### config.mk
export PLATFORM = sky130hd
export DESIGN_NAME = dpwm_capture
export DESIGN_NICKNAME = d
export VERILOG_FILES = /design/src/rtl/dpwm_pkg.sv /design/src/rtl/edge_sync.sv /design/src/rtl/dpwm_capture.sv
export SDC_FILE = /design/constraint.sdc
export NUM_CORES = 1
export LEC_CHECK = 0
export ABC_AREA = 1
export BUFFER_PORTS_ARGS = -buffer_cell sky130_fd_sc_hd__clkbuf_2
export CORE_MARGIN = 2
export CORE_UTILIZATION = 47
export DETAILED_ROUTE_END_ITERATION = 8
export GPL_TIMING_DRIVEN = 1
export PLACE_DENSITY = 0.69
export SLEW_MARGIN = 0
export SYNTH_ARGS = -nofsm -noshare
export SYNTH_HDL_FRONTEND = slang
export SYNTH_SLANG_ARGS = --single-unit
### constraint.sdc
create_clock -name clk -period 5.45 [get_ports clk]
set_input_delay 0.8175 -clock clk [delete_from_list [all_inputs] [get_ports clk]]
set_output_delay 0.8175 -clock clk [all_outputs]
set_load 0.02 [all_outputs]
### src/rtl/dpwm_pkg.sv
// dpwm_pkg: shared constants, capture FSM encoding and saturating counter helper
package dpwm_pkg;

    localparam int CNT_W_DEF = 11;

    typedef enum logic [1:0] {
        S_WAIT_RISE = 2'd0,
        S_HIGH      = 2'd1,
        S_LOW       = 2'd2
    } state_t;

    function automatic logic [31:0] sat_inc(input logic [31:0] v, input logic [31:0] max);
        return (v >= max) ? max : v + 32'd1;
    endfunction

endpackage

### src/rtl/edge_sync.sv
// edge_sync: multi-stage synchronizer with registered-previous rise/fall detect
module edge_sync #(
    parameter int STAGES = 2
) (
    input  logic clk,
    input  logic rst,
    input  logic d,
    output logic level,
    output logic rise,
    output logic fall
);

    logic [STAGES-1:0] sync;
    logic              prev;

    always_ff @(posedge clk or posedge rst) begin
        if (rst) begin
            sync <= '0;
            prev <= 1'b0;
        end else begin
            sync <= {sync[STAGES-2:0], d};
            prev <= sync[STAGES-1];
        end
    end

    assign level = sync[STAGES-1];
    assign rise  = level & ~prev;
    assign fall  = ~level & prev;

endmodule

### src/rtl/dpwm_capture.sv
// dpwm_capture: measures high time, period and carrier phase of a gate signal and flags a stuck gate
module dpwm_capture
    import dpwm_pkg::*;
#(
    parameter int CNT_W       = CNT_W_DEF,
    parameter int SYNC_STAGES = 2,
    parameter int TIMEOUT     = 2000
) (
    input  logic             clk,
    input  logic             rst,
    input  logic             pwm_in,
    input  logic             ramp_zero,
    output logic [CNT_W-1:0] high_meas,
    output logic [CNT_W-1:0] period_meas,
    output logic [CNT_W-1:0] phase_meas,
    output logic             meas_valid,
    output logic             stuck,
    output logic             stuck_level
);

    localparam logic [31:0] CNT_MAX = 32'((64'd1 << CNT_W) - 64'd1);

    state_t           state;
    logic             s_pwm, rise, fall, timeout;
    logic [CNT_W-1:0] cnt, pcnt, idle, hold_high, phase_cap;
    logic [CNT_W-1:0] cnt_inc, pcnt_inc, idle_inc, phase_now;

    edge_sync #(.STAGES(SYNC_STAGES)) u_sync (
        .clk  (clk),
        .rst  (rst),
        .d    (pwm_in),
        .level(s_pwm),
        .rise (rise),
        .fall (fall)
    );

    // Counters are read in the edge cycle, so +1 turns "cycles since edge" into a width
    assign cnt_inc   = CNT_W'(sat_inc(32'(cnt), CNT_MAX));
    assign pcnt_inc  = CNT_W'(sat_inc(32'(pcnt), CNT_MAX));
    assign idle_inc  = CNT_W'(sat_inc(32'(idle), CNT_MAX));
    assign phase_now = ramp_zero ? '0 : pcnt_inc;
    assign timeout   = !(rise || fall) && (idle == CNT_W'(TIMEOUT - 1));

    always_ff @(posedge clk or posedge rst) begin
        if (rst) begin
            state       <= S_WAIT_RISE;
            cnt         <= '0;
            pcnt        <= '0;
            idle        <= '0;
            hold_high   <= '0;
            phase_cap   <= '0;
            high_meas   <= '0;
            period_meas <= '0;
            phase_meas  <= '0;
            meas_valid  <= 1'b0;
            stuck       <= 1'b0;
            stuck_level <= 1'b0;
        end else begin
            meas_valid <= 1'b0;
            cnt        <= rise ? '0 : cnt_inc;
            pcnt       <= ramp_zero ? '0 : pcnt_inc;
            idle       <= (rise || fall) ? '0 : idle_inc;
            if (rise)
                stuck <= 1'b0;
            if (timeout) begin
                stuck       <= 1'b1;
                stuck_level <= s_pwm;
                state       <= S_WAIT_RISE;
            end else begin
                case (state)
                    S_WAIT_RISE: if (rise) begin
                        phase_cap <= phase_now;
                        state     <= S_HIGH;
                    end
                    S_HIGH: if (fall) begin
                        hold_high <= cnt_inc;
                        state     <= S_LOW;
                    end
                    S_LOW: if (rise) begin
                        high_meas   <= hold_high;
                        period_meas <= cnt_inc;
                        phase_meas  <= phase_cap;
                        meas_valid  <= 1'b1;
                        phase_cap   <= phase_now;
                        state       <= S_HIGH;
                    end
                    default: state <= S_WAIT_RISE;
                endcase
            end
        end
    end

endmodule

Word level (Yosys, flattened, before mapping). Index checks and enable logic that the tools add are counted. Widths: inputs -> output; s select.

Register bits after elaboration: 96. Input port bits: 4. Output and inout port bits: 36. Word-level logic and storage cells: 55.

Add/subtract/negate cells: 3. $lt $le $gt $ge: 3. Equality and inequality tests: 5. Mux-type cells: 15. Bitwise gates (word level): 5. Reduce and logical (&&, ||, !) cells: 10.

Operator list (number): $mux 11 (6); $add 11x1->11 const B (3); $ge 11x11->1 const B (3); $eq 11x11->1 const B (1); $reduce_and 3->1 (3); $mux 2 (3); $mux 1 (5); $pmux 2 s2 (1); $ne 3x1->1 const B (1); $ne 3x3->1 const B (1); $not 1->1 (3); $and 1x1->1 (2); $eq 2x1->1 const B (1); $eq 2x2->1 const B (1); $logic_not 2->1 (1); $reduce_and 2->1 (1); $reduce_bool 2->1 (1); $reduce_or 2->1 (1); $logic_and 1x1->1 (1); $logic_not 1->1 (1); $logic_or 1x1->1 (1).

Longest topological paths before layout. Gate-level depths: netlist of the first run.

Depth after elaboration: 7. Mapped depth: 10. Depth with buffers taken out: 9.

Cells and area by module. From an unflattened synthesis of the first run, not the netlist that was laid out.

Cells, all modules: 505. Area total of the unflattened synthesis: 4286.6 um^2.

Modules (own cells, without submodules): dpwm_capture (instances 1, cells an instance 497, area each 4192.8 um^2, sequential area each 2327.2 um^2); edge_sync (instances 1, cells an instance 8, area each 93.8 um^2, sequential area each 75.1 um^2).

Worst setup path before layout of the first run. No wires, ideal clock.

Kind: flip-flop to flip-flop. Start point: reg u_sync.sync[1]. End point: reg phase_cap[3]. Setup time: 0.117 ns. Arrival: 1.421 ns. Data required time: 5.333 ns. Path slack: 3.911 ns. Stages on the path, launching flop included: 11. Path buffers: 1. Clock period less this slack: 1.539 ns. Cells stage by stage: dfrtp_1 -> inv_1 -> ha_1 -> nand2_1 -> nor2_1 -> nand2_2 -> nand3_2 -> inv_2 -> buf_6 -> nand3_1 -> nand2_1.

Word-level cells in the longest chain between the ends: 7. Elaborated cells between the ends (all ways): 8. Those cells by class: bitwise: 4; reduce/logical: 4.

RTL lines: start: declaration (line edge_sync.sv:13) `logic [STAGES-1:0] sync;`; start signal: assignment (line edge_sync.sv:21) `sync <= {sync[STAGES-2:0], d};`; $not 1->1 (line edge_sync.sv:28) `assign fall = ~level & prev;`; $and 1x1->1 (line edge_sync.sv:28); $logic_or 1x1->1 (line dpwm_capture.sv:42) `assign timeout = !(rise || fall) && (idle == CNT_W'(TIMEOUT - 1));`; $logic_not 1->1 (line dpwm_capture.sv:42); $logic_and 1x1->1 (line dpwm_capture.sv:42); $not 1->1 (no source line); $reduce_and 3->1 (no source line) *; end signal: assignment (line dpwm_capture.sv:72) `phase_cap <= phase_now;`; end signal: assignment (line dpwm_capture.sv:84) `phase_cap <= phase_now;`; end: declaration (line dpwm_capture.sv:25) `logic [CNT_W-1:0] cnt, pcnt, idle, hold_high, phase_cap;`.

Every way passes the cells marked *; elsewhere a longest branch is shown, timed or not. A chain may end at the register's enable or synchronous reset.

Worst setup path after layout of the first run.
Start point: reg u_sync.sync[1]. End point: reg phase_cap[4].

The elaborated chain is that of the path after synthesis.

==> flow_summary.toml, run 1 <==
[timing]
finClkSkew_ns = 0.00965
post-route-period-util_pct = 35.1
rsz0062_at_grt = "no"
fmax_ghz = 0.522
fin_setup_tns_ns = 0
layout_min_cycle_time_ns = 1.91
relSlewSlack_pct = 51.6
tightestPinTransition_ns = 0.725
hold_viol_final = 0
final.setup.worst_slack_ns = 3.54
drv_slew = 0
setup_viol = 0

[yosys]
yosysWarnings = 0
ys_types = 26
yosys_register_bits = 96
yosysSeqAreaShare_pct = 55.6
syn-instance-count = 514
avgSynthCellArea_um2 = 8.41
synth_nets = 525
syn_area_um2 = 4320

[placed_design]
dp.cells = 650
gp_congestion = 0.879
place_area_um2 = 4590
dp_slack_ns = 3.31
dp_hpwl_um = 5950
place.port_buffers = 39

[setup_path]
rr_startpoint = "u_sync.sync[1]"
crit_buf_inv = 2
crit_start = "u_sync.sync[1]"
r2r_slack_ns = 3.54
r2r_cells = 9
crit_type = "register to register"
critPathTopFamily = "simple AND/OR/NAND/NOR gates"
worstSetupPathDepth = 9
worstPathMaxFanout = 13
path_common_cell = "nand2_1"
crit_chain = "inv_1, ha_1, nand2_1, nor2_1, nand2_2, nand3_2, inv_2, nand3_1, nand2_1"
arrival_ns = 2.21
r2r_end = "phase_cap[4]"
crit_slowest_cell = "dfrtp_1"
cp-end-kind = "register"
max_stage_delay_ns = 0.41
startpoint_type = "register"
worstPathRequired_ns = 5.75
critPathCapture = "phase_cap[4]"

[finish]
final_nets = 564
layoutNonFillerInstCount = 666
n_fill_cell = 827
area_growth_pct = 11.5
final_area_um2 = 4820
n_antenna_cell = 0
drive_gt1_share_pct = 13.4
fin_util_pct = 54.7

[cts]
clk_latency_ns = 0.36
holdBufCountCts = 0
cts_sinks = 96
numCtsBuffers = 9
cts-root-buf = "clkbuf_8"
postCtsSetupRepairBufs = 0
clkTransAtPathRegs_ns = 0.09
cts_tree = "done"
cts.htree.levels = 3
cts.path.max_buffers = 2
cts_resized = 0

[pwr]
p_leak_nw = 2.66
pwr_density_cell_nw_per_um2 = 332
peakVddDrop_v = 0.000172

[detailed_routing]
ant_nets = 0
dr_wl_met2_um = 4020
routed.top_layer = "met4"
routedWlPerCell_um = 12.8
first_pass_iters = 4
wl_um = 8500
wl_met3_um = 353
num_vias = 3274
post-route-drc-count = 0
wl_met1_um = 4060
drtIter0Drc = 155
avgViaCountPerCell = 4.92

[floorplanning]
die_w_um = 99.9
start_util_pct = 49.1
die_height_um = 99.9
row_count = 34
io_pins = 40
core_um2 = 8810
dieArea_um2 = 9980

[run]
drv_cap = 0

[min_path]
hp-class = "register to register"

[status]
outcome = "finished clean"

[grt]
grt_pass1_vias = 3296
grt_max_degree = 57
grt_antenna_before_repair = 0
grt_overflow = 0
grt_pass1_wl_um = 14800
grt_use_total_pct = 18.6
stage by stage:
step	hold slack [ns]	power, mW
6_report	0.374	1.60
5_1_grt	0.400	1.69
4_1_cts	0.384	1.62
3_5_place_dp	0.346	1.10
3_3_place_gp	0.337	1.09
2_1_floorplan	0.331	1.02
cell usage after synthesis (all sizes together):
cell     instances  share of area [%]
a31oi            4               0.58
o2111ai          1               0.20
nand3           32                4.2
o21ai           31                3.6
clkbuf           6               0.52
xnor2            2               0.41
nand2          195                 17
nor3             5               0.69
dfrtp           96                 56
nand4            6               0.87
nand3b           2               0.35
o21bai           1               0.17
xor2            13                2.6
buf              7                1.3
a21oi           10                1.2
nor2            36                3.4
inv             60                5.2
ha               7                2.0
worst register-to-register path, delay by kind of cell, from the launching register on:
kind	cells	cell delay, ns
buffers and inverters	2	0.35
adder cells (fa/ha/maj)	1	0.40
AND/OR/NAND/NOR	6	0.70
flip-flops	1	0.41
worst min path at each step:
stage | endpoint | depth (start not counted) | from | slack [ns]
3_3_place_gp | u_sync.sync[1] | 0 | u_sync.sync[0] | 0.34
2_1_floorplan | u_sync.sync[1] | 0 | u_sync.sync[0] | 0.33
4_1_cts | u_sync.sync[1] | 0 | u_sync.sync[0] | 0.38
5_1_grt | u_sync.sync[1] | 0 | u_sync.sync[0] | 0.40
6_report | u_sync.sync[1] | 0 | u_sync.sync[0] | 0.37
3_5_place_dp | u_sync.sync[1] | 0 | u_sync.sync[0] | 0.35
where the power goes:
group          switching, mW  leakage [nW]  internal, mW  total, mW
logic                  0.167          1.24        0.0772      0.244
clock network          0.247         0.113         0.274      0.521
registers             0.0471          1.31         0.787      0.834
total                  0.461          2.66          1.14       1.60
registers in the layout, summed over array words and instances, names as in the netlist:
signal	count
state	2
idle	11
hold_high	11
meas_valid	1
stuck	1
cnt	11
pcnt	11
u_sync.prev	1
phase_cap	11
period_meas	11
high_meas	11
stuck_level	1
phase_meas	11
u_sync.sync	2
cell type report:
type	count	area, um^2	area share [%]
clock buffers	10	138	2.86
well taps	108	135	2.80
repair buffers	41	210	4.36
multi-input cells	345	1620	33.6
inverters	60	226	4.70
clock inverters	6	90.1	1.87
flip-flops and latches	96	2400	49.8
kinds of logic after synthesis:
kind of cell	count (synthesis)	synth area share [%]
XOR/XNOR	15	3.04
AO/OA/AOI/OAI	47	5.70
flip-flops	96	55.6
AND/OR/NAND/NOR	276	26.7
buffers and inverters	73	7.00
adder cells (fa/ha/maj)	7	2.03
layout by cell type, fill, tap and decap left out, types with 5 or more instances in the layout:
cell	Yosys	routed
ha_1	7	7
o21ai_0	19	19
clkbuf_2	0	39
nand2_1	190	190
o21ai_1	12	12
dfrtp_1	96	96
inv_1	57	56
xor2_1	13	13
nand2_2	5	5
a21oi_1	10	10
nand3_1	28	28
clkbuf_8	0	10
nor2_1	32	32
nand4_1	6	6
layer usage:
layer | up-vias | track usage (%)
met1 | 1510 | 24.4
met2 | 72 | 31.5
li1 | 1687 | -
met4 | 0 | 5.16
met3 | 5 | 4.11
met5 | - | 0
Note: power is estimated with default switching activity, not from simulation.
==> run 2: changes to the inputs <==
==> constraint.sdc (replaced) <==
create_clock -name clk -period 2 [get_ports clk]
set_input_delay 0.3 -clock clk [delete_from_list [all_inputs] [get_ports clk]]
set_output_delay 0.3 -clock clk [all_outputs]
set_load 0.02 [all_outputs]
==> run 2 against run 1 <==
Critical path depth stayed put. Sequential power rose to 2.7 times the previous value. Maximum frequency up 12%. Routed wire length is 2.5% higher. Via count rose by 1.7%. Power rose to 2.8 times the previous value. Sequential share of layout area is 0.81 points lower. Combinational power increased to 2.8 times the previous value. Design area up 1.7%. Final cell count rose by 0.90%. Sequential cell count is the same. Count of clock-buffer cells in the layout unchanged.
==> flow_summary.toml, run 2 (synthesis gave the netlist of run 1 again) <==
[status]
outcome = "finished clean"

[setup_path]
r2r_cells = 9
arrival_ns = 2.02
crit_type = "register to register"
r2r_end = "phase_cap[8]"
cp-end-kind = "register"
startpoint_type = "register"
worstPathMaxFanout = 12
r2r_slack_ns = 0.28
rr_startpoint = "u_sync.sync[1]"
worstPathRequired_ns = 2.30

[finish]
area_growth_pct = 13.3
final_area_um2 = 4900
n_antenna_cell = 0
layoutNonFillerInstCount = 672
drive_gt1_share_pct = 14.2
final_nets = 570
n_fill_cell = 785
layout_commonest_cell = "nand2_1"
final_cell_mix = "189 x nand2_1, 96 x dfrtp_1, 56 x inv_1"

[timing]
post-route-period-util_pct = 85.8
fmax_ghz = 0.582
drv_slew = 0
finClkSkew_ns = 0.00921
fin_setup_tns_ns = 0
tightestPinTransition_ns = 0.549
hold_viol_final = 0
rsz0062_at_grt = "no"
layout_min_cycle_time_ns = 1.72
setup_viol = 0
relSlewSlack_pct = 63.3
whs_ns = 0.0415

[placed_design]
gp_congestion = 0.843
dp_hpwl_um = 6190
place_area_um2 = 4640
dp.cells = 655
place.port_buffers = 39

[detailed_routing]
drtIter0Drc = 88
post-route-drc-count = 0
num_vias = 3330
routedWlPerCell_um = 13.0
avgViaCountPerCell = 4.96
ant_nets = 0
wl_um = 8710
first_pass_iters = 4

[floorplanning]
die_w_um = 99.9
dieArea_um2 = 9980
die_height_um = 99.9
core_um2 = 8810
io_pins = 40
row_count = 34
start_util_pct = 49.1

[pwr]
combPwrFrac_pct = 15.3
peakVddDrop_v = 0.000381
pwr_density_cell_nw_per_um2 = 914
p_leak_nw = 2.70
p_sw_share_pct = 28.4
cellInternalPower_mw = 3.21
seq_power_share_pct = 50.9
power.share.clock_pct = 33.8
switching_power_mw = 1.27

[cts]
clk_latency_ns = 0.36
cts_sinks = 96
cts_tree = "done"
cts-root-buf = "clkbuf_8"
cts.path.max_buffers = 2
postCtsSetupRepairBufs = 0
clkTransAtPathRegs_ns = 0.09
numCtsBuffers = 9
cts.htree.levels = 3

[grt]
grt_use_total_pct = 18.9
grt_antenna_before_repair = 0
grt_overflow = 0
grt_pass1_wl_um = 15000
grt_max_degree = 51
grt_pass1_vias = 3255

[min_path]
hp-class = "input port to register"
hold_start = "pwm_in"
whs_path_depth = 1
hold_end = "u_sync.sync[0]"

[run]
drv_cap = 0
==> run 2: routing by layer <==
| layer | routed length, um | GRT usage, % |
|---|---|---|
| met1 | 4180 | 26.1 |
| met2 | 3990 | 29.7 |
| met3 | 360 | 2.65 |
| met4 | 184 | 8.64 |
| met5 | 0 | 0 |
==> run 2: worst max-delay path: stages (launching register included) <==
cell and delay (ns):
dfrtp_1 0.40, inv_1 0.09, ha_1 0.39, nand2_1 0.11
nor2_1 0.05, nand2_2 0.10, nand3_2 0.13, inv_2 0.20
nand3_1 0.11, nand2_1 0.08
==> run 2: final cells by class <==
| type | count | area, um^2 | area share (%) |
|---|---|---|---|
| Clock buffer | 10 | 128 | 2.60 |
| Multi-Input combinational cell | 345 | 1620 | 33.1 |
| Inverter | 60 | 229 | 4.67 |
| Sequential cell | 96 | 2400 | 49.0 |
| Clock inverter | 6 | 115 | 2.35 |
| Timing Repair Buffer | 47 | 270 | 5.52 |
| Tap cell | 108 | 135 | 2.76 |
==> run 2: worst max path at each step <==
stage / startpoint / endpoint / slack [ns] / depth (start not counted)
finish: u_sync.sync[1] / phase_cap[8] / 0.28 / 9
detailed placement: cnt[0] / hold_high[6] / 0.22 / 9
CTS: cnt[0] / hold_high[6] / 0.19 / 9
floorplan: u_sync.sync[1] / phase_cap[3] / 0.46 / 10
global route: u_sync.sync[1] / phase_cap[8] / 0.03 / 9
global placement: u_sync.sync[1] / phase_cap[9] / 0.30 / 9
==> run 2: metrics by stage <==
step                      util (%)  setup slack, ns  power, mW
after CTS                     55.6            0.186       4.53
after global placement        52.7            0.301       2.99
after global routing          55.6           0.0255       4.69
after detailed placement      52.7            0.222       3.01
final                         55.6            0.283       4.48
after floorplan                  -            0.461       2.77
==> run 2: power groups by stage <==
stage	clock network [mW]	registers [mW]	logic (mW)
3_5_place_dp	0	2.32	0.692
6_report	1.52	2.28	0.684
5_1_grt	1.61	2.31	0.772
4_1_cts	1.55	2.28	0.697
3_3_place_gp	0	2.31	0.677
2_1_floorplan	0	2.41	0.360
==> run 2: repair_timing <==
item,in CTS,in global routing
gates resized for setup,0,1
hold endpoints to repair,22,0
endpoints found under the setup margin,0,3
hold buffers,1,0
==> run 3: changes to the inputs <==
==> constraint.sdc (replaced) <==
create_clock -name clk -period 2 [get_ports clk]
set_input_delay 0.5 -clock clk [delete_from_list [all_inputs] [get_ports clk]]
set_output_delay 0.5 -clock clk [all_outputs]
set_load 0.02 [all_outputs]
==> run 3 against run 2 <==
Clock power decreased by 26%. Critical endpoint is now period_meas[8]. Via count increased by 0.24%. Largest power group unchanged. Sequential power about the same. Hold slack improved by 0.076 ns. Combinational power about the same. Die area unchanged.
==> flow_summary.toml, run 3 (synthesis gave the netlist of run 1 again) <==
[status]
outcome = "finished clean"

[grt]
grt_pass1_vias = 3274
grt_use_total_pct = 18.9
grt_overflow = 0
grt_antenna_before_repair = 0
grt_pass1_wl_um = 15200
grt_max_degree = 51

[run]
drv_cap = 0

[setup_path]
path_common_cell = "nand2_1"
crit_buf_inv = 1
worstPathMaxFanout = 12
arrival_ns = 2.10
critPathTopFamily = "simple AND/OR/NAND/NOR gates"
startpoint_type = "register"
max_stage_delay_ns = 0.38
worstPathRequired_ns = 2.30
cp-end-kind = "register"
crit_type = "register to register"
crit_chain = "ha_1, nand2_1, nor2_1, nand3_1, nand2_1, inv_1, nand2_1, nand2_1, nand2_1"
crit_slowest_cell = "dfrtp_1"

[detailed_routing]
ant_nets = 0
routedWlPerCell_um = 13.0
num_vias = 3338
post-route-drc-count = 0
avgViaCountPerCell = 4.97
first_pass_iters = 4
drtIter0Drc = 138
wl_um = 8700

[cts]
cts_resized = 0
cts_sinks = 96
numCtsBuffers = 9
cts.htree.levels = 3
cts.path.max_buffers = 2
cts-root-buf = "clkbuf_8"
cts_tree = "done"
clkTransAtPathRegs_ns = 0.09
postCtsSetupRepairBufs = 0
holdBufCountCts = 0
clk_latency_ns = 0.36

[timing]
rsz0062_at_grt = "no"
fin_setup_tns_ns = 0
drv_slew = 0
fmax_ghz = 0.556
post-route-period-util_pct = 90.0
finClkSkew_ns = 0.00854
hold_viol_final = 0
relSlewSlack_pct = 72.8
tightestPinTransition_ns = 0.408
layout_min_cycle_time_ns = 1.80
setup_viol = 0

[floorplanning]
dieArea_um2 = 9980
die_w_um = 99.9
io_pins = 40
die_height_um = 99.9
start_util_pct = 49.1
core_um2 = 8810
row_count = 34

[pwr]
p_leak_nw = 2.65
pwr_density_cell_nw_per_um2 = 850
peakVddDrop_v = 0.000313

[finish]
multiInputGateArea_um2 = 1620
layout_commonest_cell = "nand2_1"
n_fill_cell = 816
final_area_um2 = 4820
n_antenna_cell = 0
final_nets = 570
final_cell_mix = "190 x nand2_1, 96 x dfrtp_1, 56 x inv_1"
drive_gt1_share_pct = 14.2
seq_area_um2 = 2400
area_growth_pct = 11.5

[placed_design]
gp_congestion = 0.830
place_area_um2 = 4650
dp_hpwl_um = 6270
place.port_buffers = 39

[min_path]
hp-class = "input port to async pin"
## run 3: changes by cell type in the layout (fill, tap and decap cells not counted)
| cell | change |
|---|---|
| buf_4 | +1 |
| clkinv_4 | -1 |
| bufinv_16 | -3 |
| nand2_2 | -1 |
| nand2_1 | +1 |
| clkinvlp_4 | +4 |
| dlygate4sd3_1 | -1 |
| clkbuf_1 | -1 |
## run 3: worst paths after layout
kind                                     start              to  slack [ns]  depth (start not counted)
worst max-delay path                    cnt[0]  period_meas[8]        0.20                          9
worst min-delay path                       rst         idle[0]        0.12                          2
worst max register to register          cnt[0]  period_meas[8]        0.20                          9
worst min register to register  u_sync.sync[0]  u_sync.sync[1]        0.36                          0
max in group asynchronous                  rst  period_meas[3]        1.33                          3
min in group clk                        pwm_in  u_sync.sync[0]        0.25                          1
## run 3: worst reg2reg max path: stages (launching register included)
cell and delay (ns):
dfrtp_1 0.38, ha_1 0.22, nand2_1 0.07, nor2_1 0.20, nand3_1 0.11, nand2_1 0.28, inv_1 0.21, nand2_1 0.13
nand2_1 0.07, nand2_1 0.07
## run 3: per-layer routing
layer  part of all wire, %  global-route usage (%)  wire (um)  up-vias
met2                    47                    30.4       4070       63
met5                     0                       0          0        -
met4                   1.8                    7.69        159        0
met1                    49                    26.1       4240     1576
li1                      -                       -          -     1688
met3                   2.8                    2.65        240       11
## run 3: through the flow
step	hold slack [ns]	total power [mW]	util, %	instances	setup WS (ns)
2_1_floorplan	0.331	2.77	-	514	0.366
3_3_place_gp	0.336	2.99	52.8	656	0.297
3_5_place_dp	0.342	3.02	52.8	656	0.262
4_1_cts	0.123	4.14	54.8	671	0.222
5_1_grt	0.148	4.32	54.8	671	0.000306
6_report	0.117	4.10	54.8	671	0.200
## run 3: power breakdown
group	internal [mW]	switching [mW]
Clock	0.449	0.678
Sequential	2.15	0.142
Combinational	0.223	0.461
Total	2.82	1.28
## run 3: cell type report
cell class,count,share of cell area (%)
clock inverter,6,0.960
timing repair buffer,47,5.55
clock buffer,9,2.57
tap,108,2.80
multi-input combinational,345,33.5
inverter,60,4.75
sequential,96,49.8
